**src/rtl/hsi_mse_pkg.sv**
```systemverilog
// Shared widths for the HSI MSE datapath.
// Sample, product and accumulator widths are set here once for every lane.
package hsi_mse_pkg;

    localparam int HM_DATA_WIDTH       = 16;
    localparam int HM_DATA_WIDTH_MUL   = 32;
    localparam int HM_DATA_WIDTH_ACC   = 48;
    localparam int HM_VECTOR_LENGTH_TB = 8;

endpackage : hsi_mse_pkg

```
**src/rtl/sq_df_acc_sq_df.sv**
```systemverilog
// Two-stage |a-b|^2 unit for unsigned samples.
// Stage 1 registers the absolute difference. Stage 2 registers its square.
module sq_df
    import hsi_mse_pkg::*;
#(
    parameter int DATA_WIDTH     = HM_DATA_WIDTH,
    parameter int DATA_WIDTH_MUL = HM_DATA_WIDTH_MUL
) (
    input  logic                      clk,
    input  logic                      rst_n,
    input  logic [DATA_WIDTH-1:0]     a,
    input  logic [DATA_WIDTH-1:0]     b,
    output logic [DATA_WIDTH_MUL-1:0] sq
);

    logic [DATA_WIDTH-1:0] diff_q;

    // Subtract the smaller sample from the larger one so the unsigned result
    // never wraps and fits in DATA_WIDTH bits.
    // NOTE: sequential state uses non-blocking (<=) so every register samples pre-edge values.
    always_ff @(posedge clk or negedge rst_n) begin
        if (!rst_n) begin
            diff_q <= '0;
            sq     <= '0;
        end else begin
            diff_q <= (a >= b) ? (a - b) : (b - a);
            sq     <= DATA_WIDTH_MUL'(diff_q) * DATA_WIDTH_MUL'(diff_q);
        end
    end

endmodule : sq_df

```
**src/rtl/sq_df_acc.sv**
```systemverilog
// Pipelined squared-difference accumulator: data_out += (v1 - v2)^2 per valid beat.
// The sum can be reseeded from initial_acc on any beat and wraps modulo 2^DATA_WIDTH_ACC.
module sq_df_acc
    import hsi_mse_pkg::*;
#(
    parameter int DATA_WIDTH     = HM_DATA_WIDTH,
    parameter int DATA_WIDTH_MUL = HM_DATA_WIDTH_MUL,
    parameter int DATA_WIDTH_ACC = HM_DATA_WIDTH_ACC
) (
    input  logic                      clk,
    input  logic                      rst_n,
    input  logic                      data_in_valid,
    input  logic                      initial_acc_en,
    input  logic [DATA_WIDTH_ACC-1:0] initial_acc,
    input  logic [DATA_WIDTH-1:0]     data_in_v1,
    input  logic [DATA_WIDTH-1:0]     data_in_v2,
    output logic                      data_out_valid,
    output logic [DATA_WIDTH_ACC-1:0] data_out
);

    logic [DATA_WIDTH_MUL-1:0] sq;

    // Side-band pipeline matching the two datapath stages of sq_df.
    logic                      valid_s1, valid_s2;
    logic                      init_en_s1, init_en_s2;
    logic [DATA_WIDTH_ACC-1:0] init_acc_s1, init_acc_s2;

    sq_df #(
        .DATA_WIDTH     (DATA_WIDTH),
        .DATA_WIDTH_MUL (DATA_WIDTH_MUL)
    ) u_sq_df (
        .clk   (clk),
        .rst_n (rst_n),
        .a     (data_in_v1),
        .b     (data_in_v2),
        .sq    (sq)
    );

    // NOTE: every register here is a plain flop, so all of them get an explicit reset value.
    always_ff @(posedge clk or negedge rst_n) begin
        if (!rst_n) begin
            valid_s1    <= 1'b0;
            valid_s2    <= 1'b0;
            init_en_s1  <= 1'b0;
            init_en_s2  <= 1'b0;
            init_acc_s1 <= '0;
            init_acc_s2 <= '0;
        end else begin
            valid_s1    <= data_in_valid;
            valid_s2    <= valid_s1;
            init_en_s1  <= initial_acc_en;
            init_en_s2  <= init_en_s1;
            init_acc_s1 <= initial_acc;
            init_acc_s2 <= init_acc_s1;
        end
    end

    // data_out is the accumulator itself; a seed without a sample updates it
    // but does not raise data_out_valid.
    always_ff @(posedge clk or negedge rst_n) begin
        if (!rst_n) begin
            data_out       <= '0;
            data_out_valid <= 1'b0;
        end else begin
            data_out_valid <= valid_s2;
            if (valid_s2) begin
                data_out <= (init_en_s2 ? init_acc_s2 : data_out) + DATA_WIDTH_ACC'(sq);
            end else if (init_en_s2) begin
                data_out <= init_acc_s2;
            end
        end
    end

endmodule : sq_df_acc

```
**config.mk**
```make
export PLATFORM = sky130hd
export DESIGN_NAME = sq_df_acc
export DESIGN_NICKNAME = d
export VERILOG_FILES = /design/src/rtl/hsi_mse_pkg.sv /design/src/rtl/sq_df_acc_sq_df.sv /design/src/rtl/sq_df_acc.sv
export SDC_FILE = /design/constraint.sdc
export NUM_CORES = 1
export LEC_CHECK = 0
export BUFFER_PORTS_ARGS = -buffer_cell sky130_fd_sc_hd__buf_4
export CORE_ASPECT_RATIO = 1.2
export CORE_UTILIZATION = 40
export DETAILED_ROUTE_END_ITERATION = 10
export PLACE_DENSITY_LB_ADDON = 0.08
export REMOVE_ABC_BUFFERS = 1
export SLEW_MARGIN = 25
export SYNTH_ARGS = -nofsm -noshare
export SYNTH_HDL_FRONTEND = slang
export SYNTH_HIERARCHICAL = 1
export SYNTH_SLANG_ARGS = --single-unit
```
**constraint.sdc**
```tcl
create_clock -name clk -period 7.6 [get_ports clk]
set_input_delay 0.38 -clock clk [delete_from_list [all_inputs] [get_ports clk]]
set_output_delay 0.38 -clock clk [all_outputs]
set_load 0.02 [all_outputs]
```
# Word-level counts from Yosys, hierarchy flattened
# Cells that the tools add are included.
# totals
register_bits,197
in_bits,84
output_inout_bits,49
word_cells,18
# op_classes
add_sub_neg,3
mul,1
magnitude_cmp,1
n_mux,3
# ops
op,n
two-way mux 48 bit,2
adder 48 x 32 -> 48 bit,1
multiplier 16 x 16 -> 32 bit,1
subtractor 16 bit,2
>= comparator 16 bit,1
two-way mux 16 bit,1

# Logic depth before layout (Yosys ltp)
# Gate-level depths: netlist (run 1).
# depth
ltp_word,3
mapped_depth,24
depth_no_buf,22

# Hierarchy
# Netlist (run 1), hierarchy kept.
# modules_own_cells
module,n_inst,cells_each,area_per_inst_um2,seq_area_each_um2
sq_df,1,1141,10238.6,1176.1
sq_df_acc,1,597,6841.6,3728.6

# Least setup slack after synthesis (run 1)
# Ideal clock, no wire load.
# synth_timing
kind,register to register
start,register u_sq_df.diff_q[1]
end,register u_sq_df.sq[24]
setup_time_ns,0.120
arrival_ns,5.980
required_ns,7.480
slack_ns,1.500
stages_incl_launch_ff,23
n_path_buf,2
period_less_slack_ns,6.100
cell_sequence,dfrtp_1 > clkbuf_1 > clkbuf_1 > nand2_1 > fa_1 > inv_1 > ha_1 > a21o_1 > fa_1 > inv_1 > fa_1 > inv_1 > fa_1 > inv_1 > fa_1 > inv_1 > ha_1 > a211oi_2 > or4b_4 > a31oi_4 > o311ai_4 > or3_1 > and4_1
# synth_via
elab_chain_cells,1
# synth_rtl
element,line,text
from (decl),sq_df_acc_sq_df.sv:16,logic [DATA_WIDTH-1:0] diff_q;
from (signal assigned),sq_df_acc_sq_df.sv:26,diff_q <= (a >= b) ? (a - b) : (b - a);
multiplier 16 x 16 -> 32 bit,sq_df_acc_sq_df.sv:27,sq <= DATA_WIDTH_MUL'(diff_q) * DATA_WIDTH_MUL'(diff_q);
to (signal assigned),sq_df_acc_sq_df.sv:27,
to (decl),sq_df_acc_sq_df.sv:13,output logic [DATA_WIDTH_MUL-1:0] sq
# No other way between the ends.

# Final worst setup path (run 1)
# layout_timing
start,register u_sq_df.diff_q[5]
end,register u_sq_df.sq[31]
# The elaborated chain is that of the path after synthesis.

==> results.cfg, run 1 <==
[detailed_routing]
ant_nets = 0
drt-wirelength-per-cell_um = 15.8
viasPerCell = 4.91
first_pass_iters = 5
vias = 12000
drc = 0
drt_iter0_markers = 542
wl_mm = 38.4

[critical_path]
worst-setup-path-type = flip-flop to flip-flop
cp-end-kind = flip-flop
crit_slowest_cell = dfrtp_1
worstPathCellList = and2_1 -> inv_1 -> fa_1 -> inv_1 -> fa_1 -> inv_1 -> fa_1 -> inv_1 -> fa_1 -> fa_1 -> inv_1 -> fa_1 -> inv_1 -> ha_1 -> a21oi_1 -> o21ai_0 -> a221oi_1 -> o31a_1 -> o31ai_4 -> mux2i_1 -> a2111oi_1
crit_family = adder cells
critical_path.max_stage_delay_ps = 740
crit_required_ps = 7930
crit_fanout = 17
path_buf_inv = 6
start_kind = flip-flop
worst_ep_arrival_time_ps = 6930

[finish]
multi_input_area_mm2 = 0.0108
area_growth_pct = 14.7
final_cell_mix = inv_1, dfrtp_1, fa_1
diodes = 0
drive_above_1_share_pct = 12.8
mostFrequentLayoutCell = inv_1
fillCellCount = 4039
nets = 2290
seqCellArea_mm2 = 0.00491
stdcell_count = 2436

[yosys]
yosys.area_share.xor_xnor_pct = 4.62
ys.flop_type = dfrtp_1
synth_compound_gate_area_share_pct = 12.3
netlist_area_mm2 = 0.0171
synthCells = 1738
synth_edf_count = 0
yosys_register_bits = 196
synth_fa_ha_area_share_pct = 31.4
yosysSeqAreaShare_pct = 28.7
synth_top_family_by_area = adder cells
yosys_warnings = 6
synthSimpleGateAreaFrac_pct = 11.2
synth_cell_types = 80
async_flop_share_pct = 100
synthMuxAreaShare_pct = 3.65
avgSynthCellArea_um2 = 9.83

[placement]
dp_cells = 2361
gp_congestion = 0.887
port_buffers = 132
place_hpwl_mm = 30.8

[grt]
antenna_found_initial = 0
grt_start_max_net_pins = 71
track_usage_pct = 18.9
grt_pass1_wl_mm = 65.3
grt_overflow = 0
grt_pass1_vias = 13000

[timing]
finalSetupViolations = 0
period_share_pct = 86.8
max_slew.worst_pin.slew_ps = 856
relSlewSlack_pct = 42.8
drv_slew = 0
finalHoldViolCount = 0
clock_skew_ps = 14.2
layout_min_cycle_time_ps = 6590
finalSetupTns_ps = 0
rsz0062_at_grt = no
fmax_mhz = 152

[die]
rows = 82
die_area_mm2 = 0.0435
die_h_um = 228
coreArea_mm2 = 0.0420
start_util_pct = 40.7
io_pins = 133
fp.dieW_um = 191

[outcome]
status = finished clean

[clocking]
cts_htree_levels = 4
tritoncts = done
ctsResizeCount = 0
clk_pin_slew_worst_paths_ps = 80
post-cts-setup-buffers = 0
clock-root-buffer = clkbuf_16
clkLatencyLatePin_ps = 470
clockBufferDepth = 2
cts.sinks = 196
cts_inserted_buffers = 17

[job]
maxCapViolCount = 0

[worst_hold_path]
hold_path_class = primary input to flip-flop
## what timing repair did
action / 4_1_cts / 5_1_grt
setup endpoints to repair: 0 / 0
hold buffers: 43 / 0
hold endpoints to repair: 110 / 0
## state kept, by name, summed over array words and instances, names as in the netlist
signal and count:
u_sq_df/sq 31, valid_s2 1, init_en_s2 1, valid_s1 1
data_out 48, u_sq_df/diff_q 16, data_out_valid 1, init_en_s1 1
init_acc_s2 48, init_acc_s1 48
## layout make-up
| type | instances | area share (%) |
|---|---|---|
| clock buffer | 20 | 2.33 |
| clock inverter | 12 | 0.722 |
| inverter | 305 | 5.85 |
| multi-input combinational | 1177 | 55.1 |
| sequential | 196 | 25.1 |
| tap | 546 | 3.49 |
| timing repair buffer | 180 | 7.48 |
## logic make-up (layout without fill, tap and decap cells)
logic type | after synthesis | after routing
and+or+nand+nor | 392 | 392
buffers and inverters | 365 | 517
adders and majority gates | 329 | 329
AOI/OAI and AO/OA | 308 | 308
DFF | 196 | 196
xor gates and xnor gates | 90 | 90
muxes | 57 | 57
other | 1 | 1
## cells in the mapped netlist (all sizes together) (4+ instances only)
library cell    n  area, um^2
o21a           10        75.1
o211ai          6        45.0
a221oi          6        52.6
a211oi         11        87.6
xnor2          62         543
o21bai          6        45.0
clkbuf         45         169
or3             6        37.5
buf            15        73.8
and3           11        70.1
ha            163        2040
xor2           28         245
a21boi          5        48.8
a211o           5        45.0
o31ai          10        93.8
nand3          21         105
inv           305        1140
mux2i          15         150
fa            166        3320
and2           55         344
nand4          14        87.6
nor2b          18         113
o21ai          49         249
nor4            4        25.0
nor3           22         110
a21oi         109         557
nor2           75         282
nand2b          9        56.3
a32oi           5        43.8
nand2         135         507
a31oi          12        90.1
a31o            4        35.0
a21o           43         323
or2             4        25.0
dfrtp         196        4900
mux2           42         473
## worst register-to-register path, cell delays in order (launching register included)
cell and delay (ps):
dfrtp_1 740, and2_1 270, inv_1 70, fa_1 510, inv_1 60, fa_1 500
inv_1 50, fa_1 470, inv_1 50, fa_1 500, fa_1 550, inv_1 60
fa_1 530, inv_1 40, ha_1 380, a21oi_1 210, o21ai_0 180, a221oi_1 320
o31a_1 320, o31ai_4 130, mux2i_1 130, a2111oi_1 410
## worst paths after layout
kind	from	endpoint	slack (ps)	cells after the start
max	u_sq_df/diff_q[5]	u_sq_df/sq[31]	1010	21
min	data_in_valid	valid_s1	30	1
min in group asynchronous	rst_n	data_out_valid	450	2
max in group asynchronous	rst_n	init_en_s2	5850	3
min reg2reg	init_acc_s1[39]	init_acc_s2[39]	350	0
max reg2reg	u_sq_df/diff_q[5]	u_sq_df/sq[31]	1010	21
## metal layers
metal	vias up	track usage [%]	share of wire [%]
li1	5948	-	-
met3	42	1.86	2.1
met4	0	6.83	2.1
met5	-	0	0
met1	5795	23.8	45
met2	177	33.4	51
## through the flow
stage | setup slack, ps | cell area (um^2) | hold WS, ps | util, %
after floorplan | 1500 | 16800 | 84.4 | -
after global placement | 1060 | 18600 | 332 | 44.2
after detailed placement | 933 | 18600 | 335 | 44.2
after CTS | 919 | 19600 | 0.0106 | 46.7
after global routing | 538 | 19600 | 4.50 | 46.7
final | 1010 | 19600 | 29.5 | 46.7
Power of run 1 is left out: the tool's default activity adds up to more than one toggle a clock period on the data nets, which glitch-free logic cannot reach.
==> run 2, diff against run 1 <==
- CORE_UTILIZATION: 40 -> 60
- REMOVE_ABC_BUFFERS: 1 -> not set
==> run 2 against run 1 <==
Register-to-register slack improved by 40 ps; clock skew increased by 4.9 ps; core utilization increased by 21 points; worst setup slack improved by 45 ps; first-iteration DRC count increased by 17%; critical endpoint is now u_sq_df/sq[24]; largest cell class unchanged; highest routed layer unchanged.
==> results.cfg, run 2 (synthesis gave the netlist of run 1 again) <==
[detailed_routing]
ant_nets = 0
drc = 0
drt_iter0_markers = 635
drt-wirelength-per-cell_um = 16.0
wl_mm = 35.6
first_pass_iters = 5
viasPerCell = 5.45
vias = 12100

[die]
rows = 67
start_util_pct = 61.0
die_area_mm2 = 0.0291
die_h_um = 187
io_pins = 133
coreArea_mm2 = 0.0280
fp.dieW_um = 156

[critical_path]
worst_ep_arrival_time_ps = 6870
crit_fanout = 20
worst-setup-path-type = flip-flop to flip-flop
crit_required_ps = 7930
cp-end-kind = flip-flop
start_kind = flip-flop

[timing]
max_slew.worst_pin.slew_ps = 880
period_share_pct = 86.2
fmax_mhz = 153
finalSetupTns_ps = 0
drv_slew = 0
rsz0062_at_grt = no
finalSetupViolations = 0
relSlewSlack_pct = 41.2
finalHoldViolCount = 0
layout_min_cycle_time_ps = 6550
clock_skew_ps = 19.2

[clocking]
clk_pin_slew_worst_paths_ps = 70
cts.sinks = 196
clkLatencyLatePin_ps = 450
ctsResizeCount = 0
tritoncts = done
clock-root-buffer = clkbuf_16
cts_inserted_buffers = 17
clockBufferDepth = 2
cts_htree_levels = 4

[grt]
grt_pass1_wl_mm = 59.5
grt_pass1_vias = 12600
grt_overflow = 0
track_usage_pct = 25.5
antenna_found_initial = 0
grt_start_max_net_pins = 71

[finish]
drive_above_1_share_pct = 13.1
mostFrequentLayoutCell = inv_1
nets = 2247
fillCellCount = 2319
diodes = 0
final_cell_mix = inv_1, dfrtp_1, fa_1
finalCoreUtilization_pct = 67.6
top_regs = data_out (48), init_acc_s1 (48), init_acc_s2 (48)
area_growth_pct = 10.8

[placement]
place_hpwl_mm = 28.9
gp_congestion = 0.919
port_buffers = 132

[job]
maxCapViolCount = 0

[yosys]
synth_fp_nets = 2151

[worst_hold_path]
hold_path_class = primary input to flip-flop

[outcome]
status = finished clean
[run 2: repair_timing]
action / in CTS / in global routing
hold endpoints to repair: 68 / 0
buffers inserted: 0 / 0
hold buffers: 1 / 0
[run 2: critical path, cell delays in order, from the launching register on]
cell and delay (ps):
dfrtp_1 610, and2_1 310, fa_1 530, inv_1 50
fa_1 480, inv_1 60, fa_1 500, inv_1 50
fa_1 470, inv_1 50, fa_1 530, inv_1 50
fa_1 530, inv_1 40, ha_1 340, a211oi_2 300
or4b_4 530, a31oi_4 250, o311ai_4 180, or3_1 380
and4_1 200
[run 2: worst paths after layout]
path,startpoint,end,slack (ps),cells after the start
setup / recovery,u_sq_df/diff_q[1],u_sq_df/sq[24],1050,20
hold / removal,initial_acc[40],init_acc_s1[40],30,1
setup reg to reg,u_sq_df/diff_q[1],u_sq_df/sq[24],1050,20
hold reg to reg,init_acc_s1[30],init_acc_s2[30],350,0
max in group asynchronous,rst_n,valid_s2,5790,3
min in group asynchronous,rst_n,init_acc_s2[21],470,2
[run 2: through the flow]
step	hold slack, ps	cell area (um^2)	std cells	setup WS, ps
2_1_floorplan	84.4	17100	1738	1500
3_3_place_gp	332	18300	2193	1140
3_5_place_dp	335	18300	2193	1060
4_1_cts	22.3	18900	2226	1060
5_1_grt	19.9	18900	2226	678
6_report	34.3	18900	2226	1050
[run 2: per-layer routing]
metal / GRT usage, % / share of wire (%) / vias up
met3: 2.41 / 2.7 / 67
met2: 44.9 / 51 / 278
met4: 9.80 / 2.9 / 0
li1: - / - / 5865
met5: 0 / 0 / -
met1: 32.4 / 44 / 5927
[run 2: layout make-up]
cell class / count / area [um^2] / area share, %
timing repair buffer: 137 / 1040 / 5.48
sequential: 196 / 4910 / 25.9
tap: 379 / 474 / 2.50
inverter: 305 / 1140 / 6.05
multi-input combinational: 1177 / 10800 / 57.0
clock buffer: 20 / 467 / 2.47
clock inverter: 12 / 113 / 0.595
Power of run 2 is left out for the same reason.
==> run 3, diff against run 2 <==
- CORE_UTILIZATION: 60 -> 62
==> run 3 against run 2 <==
Wire length is 0.36% lower; worst setup slack hardly changed; maximum frequency hardly changed; design area hardly changed; die area is 3.2% lower; via count is 0.78% higher; sequential cell count stayed put; core utilization is 2.2 points higher; largest cell class unchanged.
==> results.cfg, run 3 (synthesis gave the netlist of run 1 again) <==
[finish]
top_regs = data_out (48), init_acc_s1 (48), init_acc_s2 (48)
mostFrequentLayoutCell = inv_1
drive_above_1_share_pct = 13.0
fillCellCount = 2118
seqCellArea_mm2 = 0.00491
nets = 2248
diodes = 0
final_cell_mix = inv_1, dfrtp_1, fa_1
multi_input_area_mm2 = 0.0108
area_growth_pct = 10.7

[placement]
place_hpwl_mm = 28.5
port_buffers = 132
gp_congestion = 0.914

[worst_hold_path]
hold_path_class = primary input to flip-flop
whs_path_depth = 1
hold_start = initial_acc[38]
min_to = init_acc_s1[38]

[timing]
finalHoldViolCount = 0
layout_min_cycle_time_ps = 6550
finalSetupViolations = 0
relSlewSlack_pct = 40.1
drv_slew = 0
rsz0062_at_grt = no
period_share_pct = 86.2
clock_skew_ps = 12.7
fmax_mhz = 153
finalSetupTns_ps = 0
max_slew.worst_pin.slew_ps = 899

[die]
coreArea_mm2 = 0.0271
die_area_mm2 = 0.0282
fp.dieW_um = 154
start_util_pct = 63.1
rows = 66
die_h_um = 184
io_pins = 133

[detailed_routing]
wl_mm = 35.4
drt-wirelength-per-cell_um = 16.2
drt-met1-wl_mm = 15.2
highest_layer = met4
ant_nets = 0
wl_met3_mm = 1.18
wl_met2_mm = 18.0
drt_iter0_markers = 578
first_pass_iters = 6
drc = 0
viasPerCell = 5.59
vias = 12200

[grt]
grt_pass1_wl_mm = 59.7
track_usage_pct = 26.3
grt_pass1_vias = 12600
grt_start_max_net_pins = 77
grt_overflow = 0
antenna_found_initial = 0

[clocking]
ctsResizeCount = 0
cts.sinks = 196
clock-root-buffer = clkbuf_16
clockBufferDepth = 2
tritoncts = done
clkLatencyLatePin_ps = 440
cts_htree_levels = 4
clk_pin_slew_worst_paths_ps = 70
cts_inserted_buffers = 17

[critical_path]
worst_ep_arrival_time_ps = 6870
worst-setup-path-type = flip-flop to flip-flop
r2r_cells = 20
rrSetupSlack_ps = 1050
start_kind = flip-flop
cp-end-kind = flip-flop
r2r-end = u_sq_df/sq[24]
startpoint = u_sq_df/diff_q[1]
crit_fanout = 20
r2r-start = u_sq_df/diff_q[1]
crit_required_ps = 7920

[yosys]
synth_fp_nets = 2151

[outcome]
status = finished clean

[job]
maxCapViolCount = 0
[run 3: cell types whose count changed in the layout (fill, tap and decap cells not counted)]
cell | before | now
clkbuf_1 | 0 | 2
buf_6 | 0 | 1
clkinv_4 | 1 | 3
clkbuf_8 | 4 | 1
clkinvlp_4 | 3 | 1
bufinv_16 | 0 | 2
inv_6 | 3 | 2
[run 3: timing repair]
item                                   CTS  global route
hold buffers                             1             0
endpoints found under the hold margin   47             0
setup buffers                            0             0
[run 3: through the flow]
step	util, %	instance area [um^2]	cells	hold WS (ps)	worst slack, ps
6_report	69.8	18900	2188	40.9	1050
4_1_cts	69.8	18900	2188	25.1	1040
5_1_grt	69.8	18900	2188	26.2	729
3_3_place_gp	67.6	18300	2155	333	1210
2_1_floorplan	-	17100	1738	84.4	1500
3_5_place_dp	67.6	18300	2155	335	1040
[run 3: worst max-delay path: stages (launching register included)]
cell,delay (ps)
dfrtp_1,600
and2_1,320
fa_1,530
inv_1,50
fa_1,470
inv_1,50
fa_1,500
inv_1,50
fa_1,470
inv_1,50
fa_1,520
inv_1,50
fa_1,530
inv_1,40
ha_1,360
a211oi_2,290
or4b_4,520
a31oi_4,250
o311ai_4,190
or3_1,380
and4_1,210
[run 3: worst max-delay path by stage]
stage               slack [ps]        endpoint
floorplan                 1500  u_sq_df/sq[24]
global placement          1210  u_sq_df/sq[24]
detailed placement        1040  u_sq_df/sq[24]
CTS                       1040  u_sq_df/sq[24]
global route               730  u_sq_df/sq[24]
finish                    1050  u_sq_df/sq[24]
[run 3: per-layer routing]
metal	GRT usage (%)	vias up
li1	-	5866
met1	33.4	5996
met2	46.5	301
met3	2.90	69
met4	9.80	0
met5	0	-
[run 3: cell type report]
| class | instances | share of cell area, % |
|---|---|---|
| multi-input cells | 1177 | 57.0 |
| flip-flops and latches | 196 | 25.9 |
| inverters | 305 | 6.05 |
| repair buffers | 138 | 5.54 |
| clock buffers | 19 | 2.29 |
| well taps | 340 | 2.25 |
| clock inverters | 13 | 0.880 |
Power of run 3 is left out for the same reason.
